[src/rtl/hilo_muldiv_unit.sv]
// Iterative MIPS multiply/divide unit feeding the HI/LO register pair.
// Shift-add multiply and restoring divide, one iteration per clock, N+1 cycle latency.
// Optional signed support (MULT/DIV) is compiled in with `define MULDIV_SIGNED_EN.
module hilo_muldiv_unit #(
    parameter int unsigned  N     = 32,
    parameter logic [N-1:0] START = '0
) (
    input  logic         clk,
    input  logic         reset,
    input  logic         start,
    input  logic [1:0]   op,
    input  logic [N-1:0] operand_a,
    input  logic [N-1:0] operand_b,
    output logic         busy,
    output logic         hilo_write,
    output logic [N-1:0] hi_out,
    output logic [N-1:0] lo_out,
    output logic         div_by_zero
);

    localparam int unsigned CW = (N > 1) ? $clog2(N) : 1;

    typedef enum logic [1:0] {
        S_IDLE = 2'd0,
        S_RUN  = 2'd1,
        S_DONE = 2'd2
    } state_t;

    state_t         state_q, state_d;
    logic [CW-1:0]  cnt_q, cnt_d;
    logic           is_div_q, is_div_d;
    logic           dbz_pend_q, dbz_pend_d;
    logic [N-1:0]   rem_q, rem_d;
    logic [N-1:0]   quo_q, quo_d;
    logic [N-1:0]   b_q, b_d;
    logic           busy_q, busy_d;
    logic           hilo_write_q, hilo_write_d;
    logic [N-1:0]   hi_q, hi_d;
    logic [N-1:0]   lo_q, lo_d;
    logic           dbz_q, dbz_d;

    logic [N-1:0]   a_mag, b_mag;
    logic [N:0]     mul_sum;
    logic [N:0]     div_shift;
    logic [N-1:0]   div_diff;
    logic           div_ge;
    logic [N-1:0]   rem_step, quo_step;
    logic [2*N-1:0] prod;
    logic [N-1:0]   res_hi, res_lo;
    logic           accept;

`ifdef MULDIV_SIGNED_EN
    logic           neg_q, neg_d;
    logic           neg_rem_q, neg_rem_d;
    logic           a_neg, b_neg;

    // Signed ops run the unsigned core on operand magnitudes
    always_comb begin
        a_neg = op[0] & operand_a[N-1];
        b_neg = op[0] & operand_b[N-1];
        a_mag = a_neg ? -operand_a : operand_a;
        b_mag = b_neg ? -operand_b : operand_b;
    end
`else
    logic unused_op0;

    // Unsigned-only build: operands feed the core directly, op[0] is ignored
    assign a_mag      = operand_a;
    assign b_mag      = operand_b;
    assign unused_op0 = op[0];
`endif

    // One iteration of shift-add multiply or restoring divide
    always_comb begin
        mul_sum   = {1'b0, rem_q} + (quo_q[0] ? {1'b0, b_q} : {(N+1){1'b0}});
        div_shift = {rem_q, quo_q[N-1]};
        div_ge    = (div_shift >= {1'b0, b_q});
        div_diff  = N'(div_shift - {1'b0, b_q});
        if (is_div_q) begin
            rem_step = div_ge ? div_diff : div_shift[N-1:0];
            quo_step = {quo_q[N-2:0], div_ge};
        end else begin
            rem_step = mul_sum[N:1];
            quo_step = {mul_sum[0], quo_q[N-1:1]};
        end
    end

    // Final result from the last iteration, with sign fix-up when enabled
    always_comb begin
        prod   = {rem_step, quo_step};
        res_hi = rem_step;
        res_lo = quo_step;
        if (is_div_q) begin
`ifdef MULDIV_SIGNED_EN
            if (neg_rem_q) res_hi = -rem_step;
            if (neg_q)     res_lo = -quo_step;
`endif
        end else begin
`ifdef MULDIV_SIGNED_EN
            if (neg_q) prod = -prod;
`endif
            res_hi = prod[2*N-1:N];
            res_lo = prod[N-1:0];
        end
    end

    // Next-state and registered-output logic
    always_comb begin
        state_d      = state_q;
        cnt_d        = cnt_q;
        is_div_d     = is_div_q;
        dbz_pend_d   = dbz_pend_q;
        rem_d        = rem_q;
        quo_d        = quo_q;
        b_d          = b_q;
        hilo_write_d = 1'b0;
        hi_d         = hi_q;
        lo_d         = lo_q;
        dbz_d        = dbz_q;
`ifdef MULDIV_SIGNED_EN
        neg_d        = neg_q;
        neg_rem_d    = neg_rem_q;
`endif
        accept       = 1'b0;

        case (state_q)
            S_IDLE: begin
                accept = start;
            end
            S_RUN: begin
                rem_d = rem_step;
                quo_d = quo_step;
                cnt_d = cnt_q + CW'(1);
                if (cnt_q == CW'(N - 1)) begin
                    state_d      = S_DONE;
                    cnt_d        = '0;
                    hilo_write_d = 1'b1;
                    hi_d         = res_hi;
                    lo_d         = res_lo;
                    dbz_d        = dbz_pend_q;
                end
            end
            S_DONE: begin
                // The edge ending DONE may already accept the next operation
                state_d = S_IDLE;
                accept  = start;
            end
            default: begin
                state_d = S_IDLE;
            end
        endcase

        if (accept) begin
            state_d    = S_RUN;
            cnt_d      = '0;
            is_div_d   = op[1];
            dbz_pend_d = op[1] & (operand_b == '0);
            rem_d      = '0;
            quo_d      = a_mag;
            b_d        = b_mag;
`ifdef MULDIV_SIGNED_EN
            // Divide by zero keeps quotient all ones; remainder sign fix-up restores operand_a
            neg_d      = (a_neg ^ b_neg) & ~(op[1] & (operand_b == '0));
            neg_rem_d  = a_neg & op[1];
`endif
        end

        busy_d = (state_d != S_IDLE);
    end

    // State and output registers with synchronous reset
    always_ff @(posedge clk) begin
        if (reset) begin
            state_q      <= S_IDLE;
            cnt_q        <= '0;
            is_div_q     <= 1'b0;
            dbz_pend_q   <= 1'b0;
            rem_q        <= '0;
            quo_q        <= '0;
            b_q          <= '0;
            busy_q       <= 1'b0;
            hilo_write_q <= 1'b0;
            hi_q         <= START;
            lo_q         <= START;
            dbz_q        <= 1'b0;
`ifdef MULDIV_SIGNED_EN
            neg_q        <= 1'b0;
            neg_rem_q    <= 1'b0;
`endif
        end else begin
            state_q      <= state_d;
            cnt_q        <= cnt_d;
            is_div_q     <= is_div_d;
            dbz_pend_q   <= dbz_pend_d;
            rem_q        <= rem_d;
            quo_q        <= quo_d;
            b_q          <= b_d;
            busy_q       <= busy_d;
            hilo_write_q <= hilo_write_d;
            hi_q         <= hi_d;
            lo_q         <= lo_d;
            dbz_q        <= dbz_d;
`ifdef MULDIV_SIGNED_EN
            neg_q        <= neg_d;
            neg_rem_q    <= neg_rem_d;
`endif
        end
    end

    assign busy        = busy_q;
    assign hilo_write  = hilo_write_q;
    assign hi_out      = hi_q;
    assign lo_out      = lo_q;
    assign div_by_zero = dbz_q;

endmodule

[config.mk]
export PLATFORM = sky130hd
export DESIGN_NAME = hilo_muldiv_unit
export DESIGN_NICKNAME = d
export VERILOG_FILES = /design/src/rtl/hilo_muldiv_unit.sv
export SDC_FILE = /design/constraint.sdc
export NUM_CORES = 1
export LEC_CHECK = 0
export CAP_MARGIN = 30
export CORE_UTILIZATION = 36
export CTS_CLUSTER_SIZE = 20
export DETAILED_ROUTE_END_ITERATION = 10
export GPL_TIMING_DRIVEN = 0
export PLACE_DENSITY = 0.66
export SLEW_MARGIN = 20
export SYNTH_ARGS = -nofsm -noshare
export SYNTH_HDL_FRONTEND = slang
export SYNTH_SLANG_ARGS = --single-unit
[constraint.sdc]
create_clock -name clk -period 3.9 [get_ports clk]
set_input_delay 0.585 -clock clk [delete_from_list [all_inputs] [get_ports clk]]
set_output_delay 0.585 -clock clk [all_outputs]
set_load 0.03 [all_outputs]
==> impl_metrics.env <==
export IMPL_status="complete, no violations"
export IMPL_design_area_um2=13500
export IMPL_slowest_delay_ps=430
export IMPL_synthTopCellsByArea="dfxtp_1, ha_1, nor2_1"
export IMPL_startpoint_type="flip-flop"
export IMPL_die_area_um2=31500
export IMPL_min_path_type="flip-flop to flip-flop"
export IMPL_finalCritPeriodShare_pct=95.7
export IMPL_setup_worst_path_end_class="flip-flop"
export IMPL_syn2layout_area_growth_pct=22.3
export IMPL_final_nets=1720
export IMPL_sw_frac_of_total_pct=36.5
export IMPL_r2r_slack_ps=170
export IMPL_routed_via_count=11623
export IMPL_globalplace_congestion=1.01
export IMPL_grt_pass1_vias=10967
export IMPL_setup_tns_ps=0
export IMPL_path_cells="clkbuf_4 > and2_1 > ha_1 > fa_1 > a21oi_2 > o211ai_1 > or4b_4 > a21oi_4 > or2_1 > buf_4 > a211o_1 > a21oi_1 > mux2_2 > o31ai_2"
export IMPL_power_frac_seq_pct=37.6
export IMPL_ys_warn_count=0
export IMPL_drive_gt1_share_pct=5.45
export IMPL_place_port_buffers=133
export IMPL_clock_sinks=172
export IMPL_initial_core_util_pct=37.0
export IMPL_critPathArrivalTime_ps=4090
export IMPL_ios=136
export IMPL_clkPwrFrac_pct=35.7
export IMPL_synth_avg_cell_area_um2=7.75
export IMPL_setup_viol=0
export IMPL_drv_slew=0
export IMPL_worstMarginPinSlew_ps=1090
export IMPL_internal_power_uw=3180
export IMPL_grt_max_degree=20
export IMPL_synthTopCellsByCount="nor2_1, dfxtp_1, nand2_1"
export IMPL_htree_num_levels=4
export IMPL_ir_drop_mv=0.292
export IMPL_drtPass1Iterations=6
export IMPL_finalCriticalPeriod_ps=3730
export IMPL_antenna_found_initial=0
export IMPL_ys_flop_type="dfxtp_1"
export IMPL_power_static_leakage_uw=0.00510
export IMPL_dpl_cell_area_um2=12900
export IMPL_grt_pass1_wl_um=65900
export IMPL_reg2reg_from="quo_q[0]$_SDFFE_PP0P_"
export IMPL_yosysTopAreaCellShare_pct=31.1
export IMPL_slowest_stage="fa_1"
export IMPL_synth_seq_area_share_pct=31.1
export IMPL_crit_type="flip-flop to flip-flop"
export IMPL_ys_ff_latch=172
export IMPL_synth_edf_count=0
export IMPL_synth_most_common_cell="nor2_1"
export IMPL_clock_skew_ps=19.9
export IMPL_rsz0062_at_grt="no"
export IMPL_fp_coreArea_um2=30000
export IMPL_dpl_hpwl_um=33900
export IMPL_min_path_cells=2
export IMPL_comb_power_share_pct=26.7
export IMPL_dieWidth_um=177
export IMPL_hold_violations=0
export IMPL_numCtsBuffers=17
export IMPL_holdPathEnd="dbz_pend_q$_SDFFE_PP0P_"
export IMPL_ys_async_sr_fraction_pct=0
export IMPL_grt_ovfl_total=0
export IMPL_clockRootBuffer="clkbuf_16"
export IMPL_fill_cells=3034
export IMPL_power_total_uw=5010
export IMPL_slew_headroom_pct=27.5
export IMPL_drc=0
export IMPL_n_antenna_cell=0
export IMPL_ff2ff_path_depth=14
export IMPL_max_clock_path_buffers=2
export IMPL_p_switching_uw=1830
export IMPL_syn_inst=1430
export IMPL_std_cell_rows=63
export IMPL_fmax_mhz=268
export IMPL_wl_per_cell_um=22.0
export IMPL_worstHoldStart="dbz_pend_q$_SDFFE_PP0P_"
export IMPL_whs_ps=459
export IMPL_cts_tree="yes"
export IMPL_critPathTopFamily="compound AO/OA/AOI/OAI gates"
export IMPL_rr_endpoint="rem_q[27]$_SDFFE_PP0P_"
export IMPL_synth_fp_nets=1567
export IMPL_viasPerCell=5.85
export IMPL_maxCapViolCount=0
export IMPL_routed_wl_um=43600
export IMPL_grt_usage_pct=27.8
export IMPL_synth_top_area_cell="dfxtp_1"
export IMPL_power_density_nw_per_um2=370
export IMPL_crit_fanout=10
export IMPL_netlist_area_um2=11100
export IMPL_die_h_um=177
export IMPL_cp_required_ps=4260
export IMPL_antenna_left=0
export IMPL_drt_iter0_drc=1250
export IMPL_clk_latency_ps=460
export IMPL_cts_clk_slew_worst_paths_ps=80
export IMPL_synthDistinctLibCells=87
export IMPL_fin_util_pct=45.2
export IMPL_critPathBufInv=2
[cells by family (layout without fill, tap and decap cells)]
logic type      Yosys count  in the layout  synth area share (%)
simple gates            524            524                  21.7
buf+inv                 141            307                  5.23
flops                   172            172                  31.1
xor+xnor                 50             50                  3.95
fa+ha+maj                68             68                  7.82
mux                      41             41                  3.77
compound gates          434            434                  26.4
[placed cells by master (no fill, tap or decap), types with 5 or more instances in the layout]
| cell | n |
|---|---|
| ha_1 | 66 |
| a21oi_1 | 132 |
| nor2b_1 | 8 |
| mux2i_1 | 35 |
| xor2_1 | 19 |
| buf_2 | 9 |
| nand4_1 | 16 |
| and2_1 | 43 |
| nand3b_1 | 10 |
| a31oi_1 | 11 |
| dfxtp_1 | 171 |
| a2111oi_0 | 5 |
| buf_1 | 10 |
| mux2_2 | 6 |
| nor3_1 | 19 |
| o31ai_1 | 13 |
| a211oi_1 | 62 |
| o21bai_1 | 7 |
| nand2_1 | 152 |
| o211ai_1 | 16 |
| nand2b_1 | 12 |
| xnor2_1 | 31 |
| a211o_1 | 5 |
| clkbuf_1 | 67 |
| o21ai_0 | 60 |
| inv_1 | 46 |
| a21o_1 | 27 |
| a221oi_1 | 31 |
| clkinv_8 | 6 |
| clkbuf_16 | 17 |
| o21a_1 | 9 |
| clkdlybuf4s50_1 | 133 |
| nor4_1 | 8 |
| nor2_1 | 192 |
| and3_1 | 10 |
| nand3_1 | 32 |
[tightest hold or removal path, cell delays in order, from the launching register on]
cell and delay, ps:
dfxtp_1 330, nand2_1 50, o31ai_1 50
[how the worst max path moves through the flow]
stage	from	end	cells after the start
finish	quo_q[0]$_SDFFE_PP0P_	rem_q[27]$_SDFFE_PP0P_	14
global route	quo_q[0]$_SDFFE_PP0P_	rem_q[27]$_SDFFE_PP0P_	14
CTS	quo_q[0]$_SDFFE_PP0P_	rem_q[27]$_SDFFE_PP0P_	14
detailed placement	quo_q[0]$_SDFFE_PP0P_	hi_out[29]$_SDFFE_PP0P_	14
global placement	quo_q[0]$_SDFFE_PP0P_	hi_out[29]$_SDFFE_PP0P_	14
floorplan	quo_q[0]$_SDFFE_PP0P_	rem_q[27]$_SDFFE_PP0P_	14
[repair_timing]
action,CTS,global route
hold buffers,0,0
gates resized for setup,5,8
endpoints found under the hold margin,0,0
pin swaps,0,2
buffers inserted,0,1
endpoints found under the setup margin,17,10
[metal layers]
layer	vias to the layer above	global-route usage, %	wire length (um)
li1	5467	-	-
met1	5569	37.5	19200
met2	506	45.3	20100
met3	81	2.96	2990
met4	0	10.4	1430
met5	-	0	0
[metrics by stage]
| step | std cells | setup WS, ps |
|---|---|---|
| after floorplan | 1430 | 770 |
| after global placement | 1953 | -439 |
| after global routing | 1986 | 16.8 |
| after detailed placement | 1953 | -447 |
| final | 1986 | 167 |
| after CTS | 1985 | 63.9 |
[final cells by class]
type / instances / area [um^2] / share of cell area (%)
inverter: 46 / 173 / 1.27
clock inverter: 15 / 176 / 1.30
tap: 390 / 488 / 3.60
multi-input combinational: 1117 / 7090 / 52.3
sequential: 172 / 3440 / 25.4
clock buffer: 17 / 425 / 3.14
buffer: 95 / 412 / 3.04
timing repair buffer: 134 / 1340 / 9.88
[registers in the layout, indices dropped and copies added (netlist names)]
| signal | flops |
|---|---|
| busy | 1 |
| state_q | 2 |
| div_by_zero | 1 |
| b_q | 32 |
| quo_q | 32 |
| rem_q | 32 |
| dbz_pend_q | 1 |
| hi_out | 32 |
| lo_out | 32 |
| hilo_write | 1 |
| is_div_q | 1 |
| cnt_q | 5 |
[power groups by stage]
| stage | logic, uW | clock network, uW | registers (uW) |
|---|---|---|---|
| after floorplan | 875 | 0 | 1900 |
| after global placement | 1300 | 0 | 1920 |
| after detailed placement | 1310 | 0 | 1920 |
| after CTS | 1310 | 1780 | 1880 |
| after global routing | 1440 | 1870 | 1890 |
| final | 1340 | 1790 | 1880 |
(Power assumes the default switching activity.)
